==> config.mk <==
export PLATFORM = sky130hd
export DESIGN_NAME = day6_mac_accumulator
export DESIGN_NICKNAME = d
export VERILOG_FILES = /design/src/rtl/day6_mac_accumulator.sv
export SDC_FILE = /design/constraint.sdc
export NUM_CORES = 1
export LEC_CHECK = 0
export ABC_AREA = 1
export ABC_CLOCK_PERIOD_IN_PS = 3100
export CAP_MARGIN = 20
export CELL_PAD_IN_SITES_DETAIL_PLACEMENT = 0
export CELL_PAD_IN_SITES_GLOBAL_PLACEMENT = 1
export CORE_UTILIZATION = 39
export CTS_BUF_LIST = sky130_fd_sc_hd__clkbuf_4
export DETAILED_ROUTE_END_ITERATION = 8
export PLACE_DENSITY_LB_ADDON = 0.12
export SETUP_SLACK_MARGIN = 0.02
export SLEW_MARGIN = 20
export SYNTH_ARGS = -nofsm -noshare
export SYNTH_HDL_FRONTEND = slang
export SYNTH_SLANG_ARGS = --single-unit
==> constraint.sdc <==
create_clock -name clk -period 3.1 [get_ports clk]
set_input_delay 0.31 -clock clk [delete_from_list [all_inputs] [get_ports clk]]
set_output_delay 0.31 -clock clk [all_outputs]
set_load 0.03 [all_outputs]
==> src/rtl/day6_mac_accumulator.sv <==
`default_nettype none
// ============================================================================
// Module   : day6_mac_accumulator
// Summary  : Multiply-accumulate back end for the 4-bit multiplier. Sums
//            NUM_TERMS unsigned products received over a valid/ready
//            handshake and presents the result on a second valid/ready
//            handshake, holding it until downstream accepts it.
// Options  : MAC_SATURATE_EN - when defined, the accumulator clamps to
//            all-ones on carry-out instead of wrapping.
// Revision : 1.0 - initial release
// ============================================================================
module day6_mac_accumulator #(
    parameter int PROD_W    = 8,
    parameter int ACC_W     = 12,
    parameter int NUM_TERMS = 4
) (
    input  logic                         clk,
    input  logic                         reset,
    input  logic                         clear,
    input  logic                         prod_valid,
    output logic                         prod_ready,
    input  logic [PROD_W-1:0]            product,
    output logic                         acc_valid,
    input  logic                         acc_ready,
    output logic [ACC_W-1:0]             acc_out,
    output logic [$clog2(NUM_TERMS):0]   term_cnt,
    output logic                         overflow
);

    localparam int                 c_cnt_w    = $clog2(NUM_TERMS) + 1;
    localparam logic [c_cnt_w-1:0] c_last_cnt = c_cnt_w'(NUM_TERMS - 1);
    localparam logic [c_cnt_w-1:0] c_cnt_one  = c_cnt_w'(1);

    typedef enum logic [0:0] {
        ACCUM = 1'b0,
        DONE  = 1'b1
    } state_t;

    state_t                state_q, state_d;
    logic [ACC_W-1:0]      acc_q, acc_d;
    logic [c_cnt_w-1:0]    cnt_q, cnt_d;
    logic                  ovf_q, ovf_d;
    logic                  prod_ready_q, prod_ready_d;
    logic                  acc_valid_q, acc_valid_d;
    logic [ACC_W:0]        add_sum;

    // Next-state logic: clear dominates both handshakes; handshakes are
    // qualified by the registered ready/valid so inputs never reach outputs.
    always_comb begin
        state_d  = state_q;
        acc_d    = acc_q;
        cnt_d    = cnt_q;
        ovf_d    = ovf_q;
        // One extra bit captures the carry-out used for overflow detection.
        add_sum  = {1'b0, acc_q} + {{(ACC_W + 1 - PROD_W){1'b0}}, product};

        if (clear) begin
            state_d = ACCUM;
            acc_d   = '0;
            cnt_d   = '0;
            ovf_d   = 1'b0;
        end else begin
            case (state_q)
                ACCUM: begin
                    if (prod_valid && prod_ready_q) begin
                        acc_d = add_sum[ACC_W-1:0];
                        if (add_sum[ACC_W]) begin
                            ovf_d = 1'b1;
`ifdef MAC_SATURATE_EN
                            acc_d = '1;
`else
                            acc_d = add_sum[ACC_W-1:0];
`endif
                        end
                        cnt_d = cnt_q + c_cnt_one;
                        if (cnt_q == c_last_cnt) begin
                            state_d = DONE;
                        end
                    end
                end
                DONE: begin
                    if (acc_ready && acc_valid_q) begin
                        state_d = ACCUM;
                        acc_d   = '0;
                        cnt_d   = '0;
                        ovf_d   = 1'b0;
                    end
                end
                default: begin
                    state_d = ACCUM;
                end
            endcase
        end

        // Handshake outputs follow the next state so they are plain flops.
        prod_ready_d = (state_d == ACCUM);
        acc_valid_d  = (state_d == DONE);
    end

    // State and output registers; reset acts immediately, not on the edge.
    always_ff @(posedge clk or posedge reset) begin
        if (reset) begin
            state_q      <= ACCUM;
            acc_q        <= '0;
            cnt_q        <= '0;
            ovf_q        <= 1'b0;
            prod_ready_q <= 1'b1;
            acc_valid_q  <= 1'b0;
        end else begin
            state_q      <= state_d;
            acc_q        <= acc_d;
            cnt_q        <= cnt_d;
            ovf_q        <= ovf_d;
            prod_ready_q <= prod_ready_d;
            acc_valid_q  <= acc_valid_d;
        end
    end

    assign prod_ready = prod_ready_q;
    assign acc_valid  = acc_valid_q;
    assign acc_out    = acc_q;
    assign term_cnt   = cnt_q;
    assign overflow   = ovf_q;

endmodule
`default_nettype wire
==> results of run 1 <==
==> flip-flops by register name, summed over array words and instances (netlist names) <==
name / count
acc_out: 12
acc_valid: 1
overflow: 1
prod_ready: 1
term_cnt: 3
==> cells in the mapped netlist <==
cell type | instances | area share [%]
nor2_2 | 3 | 1.5
dfstp_2 | 1 | 2.1
or2_2 | 1 | 0.51
a21oi_1 | 6 | 2.4
nand2_8 | 1 | 1.6
nand4_1 | 1 | 0.51
nand2_1 | 52 | 16
a22o_1 | 4 | 2.8
nand3_4 | 1 | 1.4
nand2_2 | 1 | 0.51
a21o_1 | 1 | 0.61
o21a_1 | 1 | 0.61
fa_1 | 1 | 1.6
a32o_1 | 1 | 0.81
nand3_1 | 11 | 4.5
a21boi_0 | 1 | 0.61
inv_2 | 2 | 0.61
a21oi_2 | 1 | 0.71
inv_1 | 16 | 4.9
nor3b_1 | 1 | 0.61
nor2_4 | 1 | 0.91
nor2_1 | 18 | 5.5
dfrtp_1 | 17 | 34
o21ai_1 | 3 | 1.2
o21ai_0 | 2 | 0.81
nand3b_1 | 2 | 1.2
inv_8 | 1 | 0.91
ha_1 | 10 | 10
==> worst paths after layout <==
check,to,slack (ns),depth (start not counted)
min in group clk,overflow$_DFFE_PP0P_,0.52,2
max in group asynchronous,acc_out[8]$_DFFE_PP0P_,2.23,2
max reg2reg,acc_out[10]$_DFFE_PP0P_,1.25,10
max,acc_out[10]$_DFFE_PP0P_,1.24,11
min,acc_out[0]$_DFFE_PP0P_,0.41,2
min reg2reg,overflow$_DFFE_PP0P_,0.52,2
==> cell type report <==
class	instances	area, um2
timing repair buffer	30	300
tap	44	55.1
clock inverter	1	3.75
multi-input combinational	124	703
sequential	18	452
clock buffer	3	22.5
fill	302	1410
inverter	19	78.8
==> critical path: stages <==
cell,delay [ns]
clkdlybuf4s50_1,0.40
ha_1,0.24
fa_1,0.40
nand2_1,0.16
a21oi_2,0.10
nand2_1,0.12
nand3_4,0.09
nand2_1,0.09
nand2_1,0.05
nand2_1,0.05
nor2_1,0.03
==> per-layer routing <==
| layer | vias up | global-route usage (%) |
|---|---|---|
| met5 | - | 0 |
| met4 | 0 | 5.10 |
| met3 | 2 | 2.90 |
| met2 | 27 | 29.4 |
| met1 | 519 | 26.0 |
| li1 | 592 | - |
==> metrics by stage <==
step                      hold WS (ns)  instances  util [%]  worst slack, ns  cell area (um2)
after floorplan                  0.248        161         -             1.31             1230
after global placement           0.483        235      52.5             1.01             1590
after detailed placement         0.503        235      52.5            0.947             1590
after CTS                        0.450        239      53.3             1.25             1620
after global routing             0.475        239      53.3             1.11             1620
final                            0.410        239      53.3             1.24             1620
==> logic make-up after synthesis <==
kind of cell | share of synthesized area [%]
AND/OR/NAND/NOR | 34.6
AO/OA/AOI/OAI | 10.6
buffers and inverters | 6.39
flip-flops | 36.6
adder cells (fa/ha/maj) | 11.8
==> power by group through the flow <==
stage               clock network, W  logic [W]  registers [W]
global route                0.000144   0.000654       0.000355
finish                      0.000128   0.000595       0.000344
global placement                   0   0.000585       0.000346
CTS                         0.000133   0.000599       0.000346
detailed placement                 0   0.000595       0.000349
floorplan                          0   0.000286       0.000454
==> metrics.md, run 1 <==
| Metric | Value |
|---|---|
| Ports | 31 |
| Yosys warnings | 0 |
| Leak | roughly 0.8 nW |
| Synth unique cells | 28 |
| Layout area overhead | 30.9% |
| Initial DRC count | 22 |
| CTS buffer count | 3 |
| GR Overflow Total | 0 |
| Syn Inst Count | around 160 |
| Final Cycle Share | between 60% and 70% |
| Power Density | between 600 and 700 nW/um2 |
| Final hold vios | 0 |
| Clock power frac | a little under an eighth |
| N_diodes | 0 |
| Relative slew slack | between 50% and 60% |
| Vias in the first global route | 1,078 |
| Hold Crit Class | in -> async |
| Total chip power | 0.00107 W |
| Highest-count cells in the layout ignoring fill and taps | nand2_1, clkdlybuf4s50_1, nor2_1 |
| Clock Latency Late Sink | 0.30 ns |
| Post_cts resized | 0 |
| FP Rows | 20 |
| Max VDD drop | 374 uV |
| Sequential area share after synthesis | between 30 and 40% |
| Global-route wire length before repair | about 5000 um |
| Crit start category | input port |
| Met2 wire len | between 1000 and 1500 um |
| Effective utilization at floorplan | a little over 40% |
| Syn nets | ~190 |
| Critical R2R Launch | acc_out[0]$_DFFE_PP0P_ |
| WL met3 | 110 um |
| Syn Std Cell Area | about 1200 um2 |
| Bufs on Longest Clock Path | 2 |
| Pint | between 0.0005 and 0.0006 W |
| Initial antenna violation count | 0 |
| Setup TNS | 0 ns |
| Final Skew | about 0.012 ns |
| CTS tree | done |
| Pre-antenna DRT Iters | 5 |
| Vias per Instance | between 4 and 5 |
| DRC errors left | 0 |
| Avg Inst Size Synth | between 7 and 8 um2 |
| Clk sinks | 18 |
| Most common cell after layout, fill and taps aside | nand2_1 |
| Data required, critical path | between 3 and 4 ns |
| DR top layer | met4 |
| Critical Path AT | 2.06 ns |
| Routed Wire Length | between 2000 and 3000 um |
| Endpoint class of the critical path | flop |
| Layout cells sized above 1 | 8.21% |
| Wirelength per Cell | 11.7 um |
| Unrepaired setup endpoints after global routing | false |
| Worst-path clk slew | between 0.1 and 0.15 ns |
| CTS H-tree lvls | 1 |
| Max-cap violations | 0 |
| Critical Path Source | product[0] |
| Critical Path Fanout Max | 4 |
| Gr usage total | 18.5% |
| Sequential share of power | approximately 32% |
| Die Y-Extent | 58.2 um |
| Post-CTS Hold Fix Bufs | 0 |
| Post-CTS setup buffer count | 0 |
| Die Width | between 50 and 60 um |
| IO buf count | 30 |
| Final count of negative-setup-slack endpoints | 0 |
| Outcome | finished, final reports clean |
| Die area | 3390 um2 |
| Largest net degree at the start of global routing | 19 |
| Sw power | roughly 0.00049 W |
| Detailed-route via count | roughly 1,100 |
| Max Fclk | about 540 MHz |
| Minimum clock period | approximately 1.9 ns |
| Worst Tran Pin Value | roughly 0.7 ns |
| RD Place Congestion | approximately 0.8 |
| Antenna-violating nets left | 0 |
| Sw frac | between 40% and 50% |
| Number of synthesized register bits | 18 |
| Comb power frac | between 50 and 60% |
| Core ar. | approximately 3000 um2 |
| Nets | 220 |
| Hpwl dp | between 2000 and 2500 um |
| Worst Path Class, Setup | in -> reg |
| Slew Viols, Final | 0 |
| Met1 WL | about 1400 um |
| Clk root buf | clkbuf_4 |
Note: power is estimated with default switching activity, not from simulation.
==> run 2: changes to the inputs <==
Settings changed: ABC_CLOCK_PERIOD_IN_PS 3100 to 1750, CORE_UTILIZATION 39 to 36.
Clock period 3.1 ns to 1.75 ns, I/O delays scaled along.
==> metrics.md, run 2 (synthesized netlist as in run 1, its figures left out) <==
| Metric | Value |
|---|---|
| Outcome | finished, final reports clean |
| Worst Tran Pin Value | approximately 0.32 ns |
| Most common cell after layout, fill and taps aside | nand2_1 |
| Pre-antenna DRT Iters | 4 |
| Power Density | between 1000 and 1500 nW/um2 |
| Die area | 3670 um2 |
| Slew Viols, Final | 0 |
| Reg2Reg Setup Slack | 0.12 ns |
| Worst path top cell family by delay | buffers and inverters |
| Pint | around 0.0011 W |
| Util after Layout | between 50% and 60% |
| Max stage delay on crit path | about 0.67 ns |
| Die Y-Extent | a little over 60 um |
| Max-cap violations | 0 |
| Bufs on Longest Clock Path | 2 |
| Layout cells sized above 1 | 14.4% |
| Gr usage total | approximately a fifth |
| IO buf count | 30 |
| Data required, critical path | roughly 1.6 ns |
| Minimum clock period | 1.68 ns |
| Comb power frac | 56.6% |
| Global-route wire length before repair | approximately 5000 um |
| Vias in the first global route | between 1,000 and 1,500 |
| Die Width | approximately 60 um |
| Max reg flops | 12 |
| Final Skew | approximately 0.0048 ns |
| Core ar. | 3150 um2 |
| Initial DRC count | 78 |
| Relative slew slack | 78.7% |
| Sw frac | about 46% |
| Fin worst setup slack | 0.0650 ns |
| FP Rows | 20 |
| CTS tree | done |
| Vias per Instance | 4.70 |
| Nets | between 200 and 250 |
| Unrepaired setup endpoints after global routing | true |
| Antenna-violating nets left | 0 |
| Initial antenna violation count | 0 |
| Final hold vios | 0 |
| Layout area overhead | 37.1% |
| Highest-count cells in the layout ignoring fill and taps | nand2_1, clkdlybuf4s50_1, nor2_1 |
| Sequential share of power | between 30% and 40% |
| N_diodes | 0 |
| Clk sinks | 18 |
| Detailed-route via count | roughly 1,200 |
| Hpwl dp | 2330 um |
| Wirelength per Cell | between 10 and 15 um |
| Crit start category | flop |
| GR Overflow Total | 0 |
| RD Place Congestion | 0.849 |
| Final Cycle Share | between 90% and 100% |
| Critical Path Source | prod_ready$_DFF_PP1_ |
| Critical Path Fanout Max | 2 |
| Max VDD drop | ~670 uV |
| Clock power frac | around 12% |
| CP cell instances | clkdlybuf4s50_1 |
| Buf/Inv on CP | 1 |
| Critical R2R Launch | acc_out[0]$_DFFE_PP0P_ |
| Dpl ws | -0.220 ns |
| Routed Wire Length | between 3000 and 4000 um |
| CTS buffer count | 3 |
| Critical Path AT | ~1.5 ns |
| Total chip power | just under 0.002 W |
| Max Fclk | roughly 590 MHz |
| DRC errors left | 0 |
| Fillcell total | roughly 320 |
| Largest net degree at the start of global routing | 14 |
| Slowest stage cell on the critical path | clkdlybuf4s50_1 |
| CTS H-tree lvls | 1 |
| Leak | 0.843 nW |
| Worst-path clk slew | around 0.11 ns |
| Clock Latency Late Sink | ~0.29 ns |
| Hold Crit Class | in -> async |
| Setup TNS | 0 ns |
| Effective utilization at floorplan | about two fifths |
| Ports | 31 |
| Endpoint class of the critical path | primary output |
| Clk root buf | clkbuf_4 |
| Worst Path Class, Setup | reg -> out |
| Final count of negative-setup-slack endpoints | 0 |
| Final hold slack | about 0.069 ns |
| Sw power | around 0.00089 W |
==> run 2: area by class of cell <==
type	instances	area, um2	share of cell area (%)
multi-input cells	124	731	43.2
flip-flops and latches	18	453	26.8
repair buffers	36	348	20.6
inverters	19	78.8	4.66
well taps	44	55.1	3.25
clock buffers	3	22.5	1.33
clock inverters	1	3.75	0.222
==> run 2: routing by layer <==
layer	global-route usage, %	share of wire, %	vias up
li1	-	-	608
met1	26.2	51	522
met2	30.1	46	20
met3	2.56	3.0	2
met4	4.87	0.50	0
met5	0	0	-
==> run 2: power by group through the flow <==
stage	Clock [W]	Combinational, W	Sequential, W
floorplan	0	0.000508	0.000806
global placement	0	0.00107	0.000616
detailed placement	0	0.00108	0.000623
CTS	0.000235	0.00110	0.000615
global route	0.000253	0.00123	0.000630
finish	0.000227	0.00110	0.000617
==> run 2: repair_timing <==
action | in CTS | in global routing
resized for setup | 2 | 5
pin swaps | 0 | 2
setup endpoints to repair | 2 | 5
setup buffers | 1 | 0
hold buffers | 0 | 0
==> run 2: per-stage QoR <==
stage               area, um2  instances
floorplan                1240        161
global placement         1630        240
detailed placement       1630        240
CTS                      1670        245
global route             1690        245
finish                   1690        245
==> run 2: final timing paths <==
kind / to / cells after the start
worst max-delay path: prod_ready / 1
worst min-delay path: term_cnt[1]$_DFFE_PP0P_ / 2
worst max register to register: acc_out[6]$_DFFE_PP0P_ / 9
worst min register to register: term_cnt[0]$_DFFE_PP0P_ / 1
max in group asynchronous: acc_out[0]$_DFFE_PP0P_ / 3
min in group clk: term_cnt[0]$_DFFE_PP0P_ / 1
==> run 3: changes to the inputs <==
Settings changed: ABC_AREA 1 to 0, CORE_UTILIZATION 36 to 37.
==> metrics.md, run 3 <==
| Metric | Value |
|---|---|
| Global-route wire length before repair | around 4400 um |
| Final count of negative-setup-slack endpoints | 5 |
| Leak | approximately 0.77 nW |
| Sequential share of power | between 30 and 40% |
| Layout cells sized above 1 | between 20 and 30% |
| Minimum clock period | around 1.9 ns |
| Clock power frac | between 10% and 20% |
| CTS tree | done |
| Max-cap violations | 0 |
| CTS H-tree lvls | 1 |
| Syn Inst Count | 101 |
| Endpoint class of the critical path | flop |
| Die Width | around 56 um |
| Worst setup endpoint | acc_out[6]$_DFFE_PP0P_ |
| N_diodes | 0 |
| Layout area overhead | 55.4% |
| Clk sinks | 18 |
| Number of synthesized flops with an enable pin | 0 |
| GR Overflow Total | 0 |
| Slew Viols, Final | 0 |
| Pint | between 0.0008 and 0.0009 W |
| Relative slew slack | between 70% and 80% |
| Unrepaired setup endpoints after global routing | true |
| Worst-path clk slew | roughly 0.11 ns |
| Crit start category | flop |
| Outcome | finished with violations |
| Critical Path AT | slightly above 2 ns |
| Vias per Instance | between 5 and 6 |
| Main flop type after synthesis | dfrtp_1 |
| Clock Latency Late Sink | roughly 0.29 ns |
| Total chip power | about 0.0012 W |
| Critical Path Source | acc_out[0]$_DFFE_PP0P_ |
| IO buf count | 30 |
| Number of synthesized register bits | 18 |
| Ys async rst share | 100% |
| Ports | 31 |
| Gr usage total | ~18% |
| Sw power | 0.000426 W |
| RD Place Congestion | approximately 0.8 |
| Worst Reg-to-Reg Cells | 7 |
| Routed Wire Length | roughly 2600 um |
| Pre-antenna DRT Iters | 4 |
| DRC errors left | 0 |
| Effective utilization at floorplan | 38.9% |
| Die area | between 3000 and 4000 um2 |
| Die Y-Extent | 55.6 um |
| Max reg flops | 12 |
| Final Skew | 0.00488 ns |
| Wirelength per Cell | about 14 um |
| Max VDD drop | 432 uV |
| Reg2Reg Setup Slack | -0.10 ns |
| Worst Path Class, Setup | reg -> reg |
| Vias in the first global route | just under 1,000 |
| Final Cycle Share | 106% |
| Avg Inst Size Synth | between 10 and 15 um2 |
| Fin worst setup slack | -0.100 ns |
| Syn Std Cell Area | ~1100 um2 |
| Power Density | between 700 and 800 nW/um2 |
| Sequential area share after synthesis | 42.5% |
| Clk root buf | clkbuf_4 |
| Final hold vios | 0 |
| Reg2reg end | acc_out[6]$_DFFE_PP0P_ |
| Core ar. | roughly 2700 um2 |
| Detailed-route via count | 990 |
| Most frequent cell after synthesis | dfrtp_1 |
| Data required, critical path | between 1.5 and 2 ns |
| Comb power frac | between 40% and 50% |
| Sw frac | roughly 35% |
| CTS buffer count | 3 |
| Critical R2R Launch | acc_out[0]$_DFFE_PP0P_ |
| Syn nets | 125 |
| Final hold slack | about 0.11 ns |
| Initial antenna violation count | 0 |
| Nets | 182 |
| Max Fclk | roughly 540 MHz |
| Critical Path Fanout Max | 3 |
| Yosys warnings | 0 |
| Cell accounting for the most synthesized area | dfrtp_1 |
| Largest net degree at the start of global routing | 12 |
| FP Rows | 19 |
| Hold Crit Class | in -> async |
| Most common cell after layout, fill and taps aside | clkdlybuf4s50_1 |
| Antenna-violating nets left | 0 |
| Highest-count cells in the layout ignoring fill and taps | clkdlybuf4s50_1, buf_4, dfrtp_1 |
| Bufs on Longest Clock Path | 2 |
| Initial DRC count | 20 |
| Top-area cell type share of the netlist area | 40.0% |
| Synth unique cells | 32 |
| Synth top cells by count | dfrtp_1, ha_1, o21ai_0 |
| Worst Tran Pin Value | approximately 0.32 ns |
| Top post-synthesis cells by area | dfrtp_1, ha_1, a22o_1 |
| Violated checks | negative setup slack |
| Hpwl dp | ~2000 um |
## run 3: cell types whose count changed after synthesis, sizes merged, moves of 3 or more
cell / change
nand2: -48
inv: -16
nor2: -15
nand3: -12
o21ai: +5
o21a: +4
a211oi: +3
a22o: +3
o211ai: +3
xor2: +3
## run 3: metrics by stage
step	area, um2	util (%)	TNS (ns)	setup WS (ns)	std cells
after global placement	1580	57.9	-2.26	-0.319	183
after floorplan	1090	-	-0.435	-0.116	101
after global routing	1650	60.5	-0.755	-0.164	188
after CTS	1640	60.1	-0.392	-0.121	187
final	1650	60.5	-0.295	-0.100	188
after detailed placement	1580	57.9	-2.46	-0.342	183
## run 3: kinds of logic after synthesis
family	count (synthesis)	synth area share [%]
AND/OR/NAND/NOR	21	9.88
buffers and inverters	3	1.06
XOR/XNOR	5	4.12
multiplexers	1	1.06
AO/OA/AOI/OAI	42	27.8
flip-flops	18	42.5
adder cells (fa/ha/maj)	11	13.6
## run 3: timing repair
action | 4_1_cts | 5_1_grt
hold endpoints to repair | 0 | 0
hold buffers | 0 | 0
endpoints found under the setup margin | 8 | 9
pin swaps | 3 | 6
resized for setup | 6 | 2
buffers inserted | 0 | 1
## run 3: critical path, cell delays in order (launching register included)
cell,delay (ns)
dfrtp_2,0.44
ha_4,0.17
fa_2,0.35
a211oi_2,0.26
o21bai_1,0.11
a21oi_1,0.16
xnor2_1,0.08
a22o_1,0.19
## run 3: power by group through the flow
stage	Sequential (W)	Clock [W]	Combinational (W)
6_report	0.000480	0.000217	0.000536
2_1_floorplan	0.000552	0	0.000216
4_1_cts	0.000480	0.000226	0.000529
5_1_grt	0.000485	0.000242	0.000583
3_5_place_dp	0.000487	0	0.000507
3_3_place_gp	0.000485	0	0.000501
## run 3: area by class of cell
type	count	area, um2
timing repair buffer	52	468
clock inverter	1	3.75
clock buffer	3	22.5
inverter	3	11.3
sequential	18	454
fill	246	1080
tap	31	38.8
multi-input combinational	80	654
## run 3: how the worst min path moves through the flow
stage	to	slack, ns
after CTS	term_cnt[0]$_DFFE_PP0P_	0.12
after global routing	acc_out[3]$_DFFE_PP0P_	0.13
after detailed placement	term_cnt[0]$_DFFE_PP0P_	0.45
after floorplan	acc_out[10]$_DFFE_PP0P_	0.11
after global placement	term_cnt[0]$_DFFE_PP0P_	0.45
final	term_cnt[0]$_DFFE_PP0P_	0.11
## run 3: per-layer routing
layer  share of wire [%]  GRT usage, %  up-vias
met5                   0             0        -
met1                  48          24.1      466
met4                0.70          7.50        0
met3                 4.1          3.02        2
li1                    -             -      502
met2                  47          28.4       20
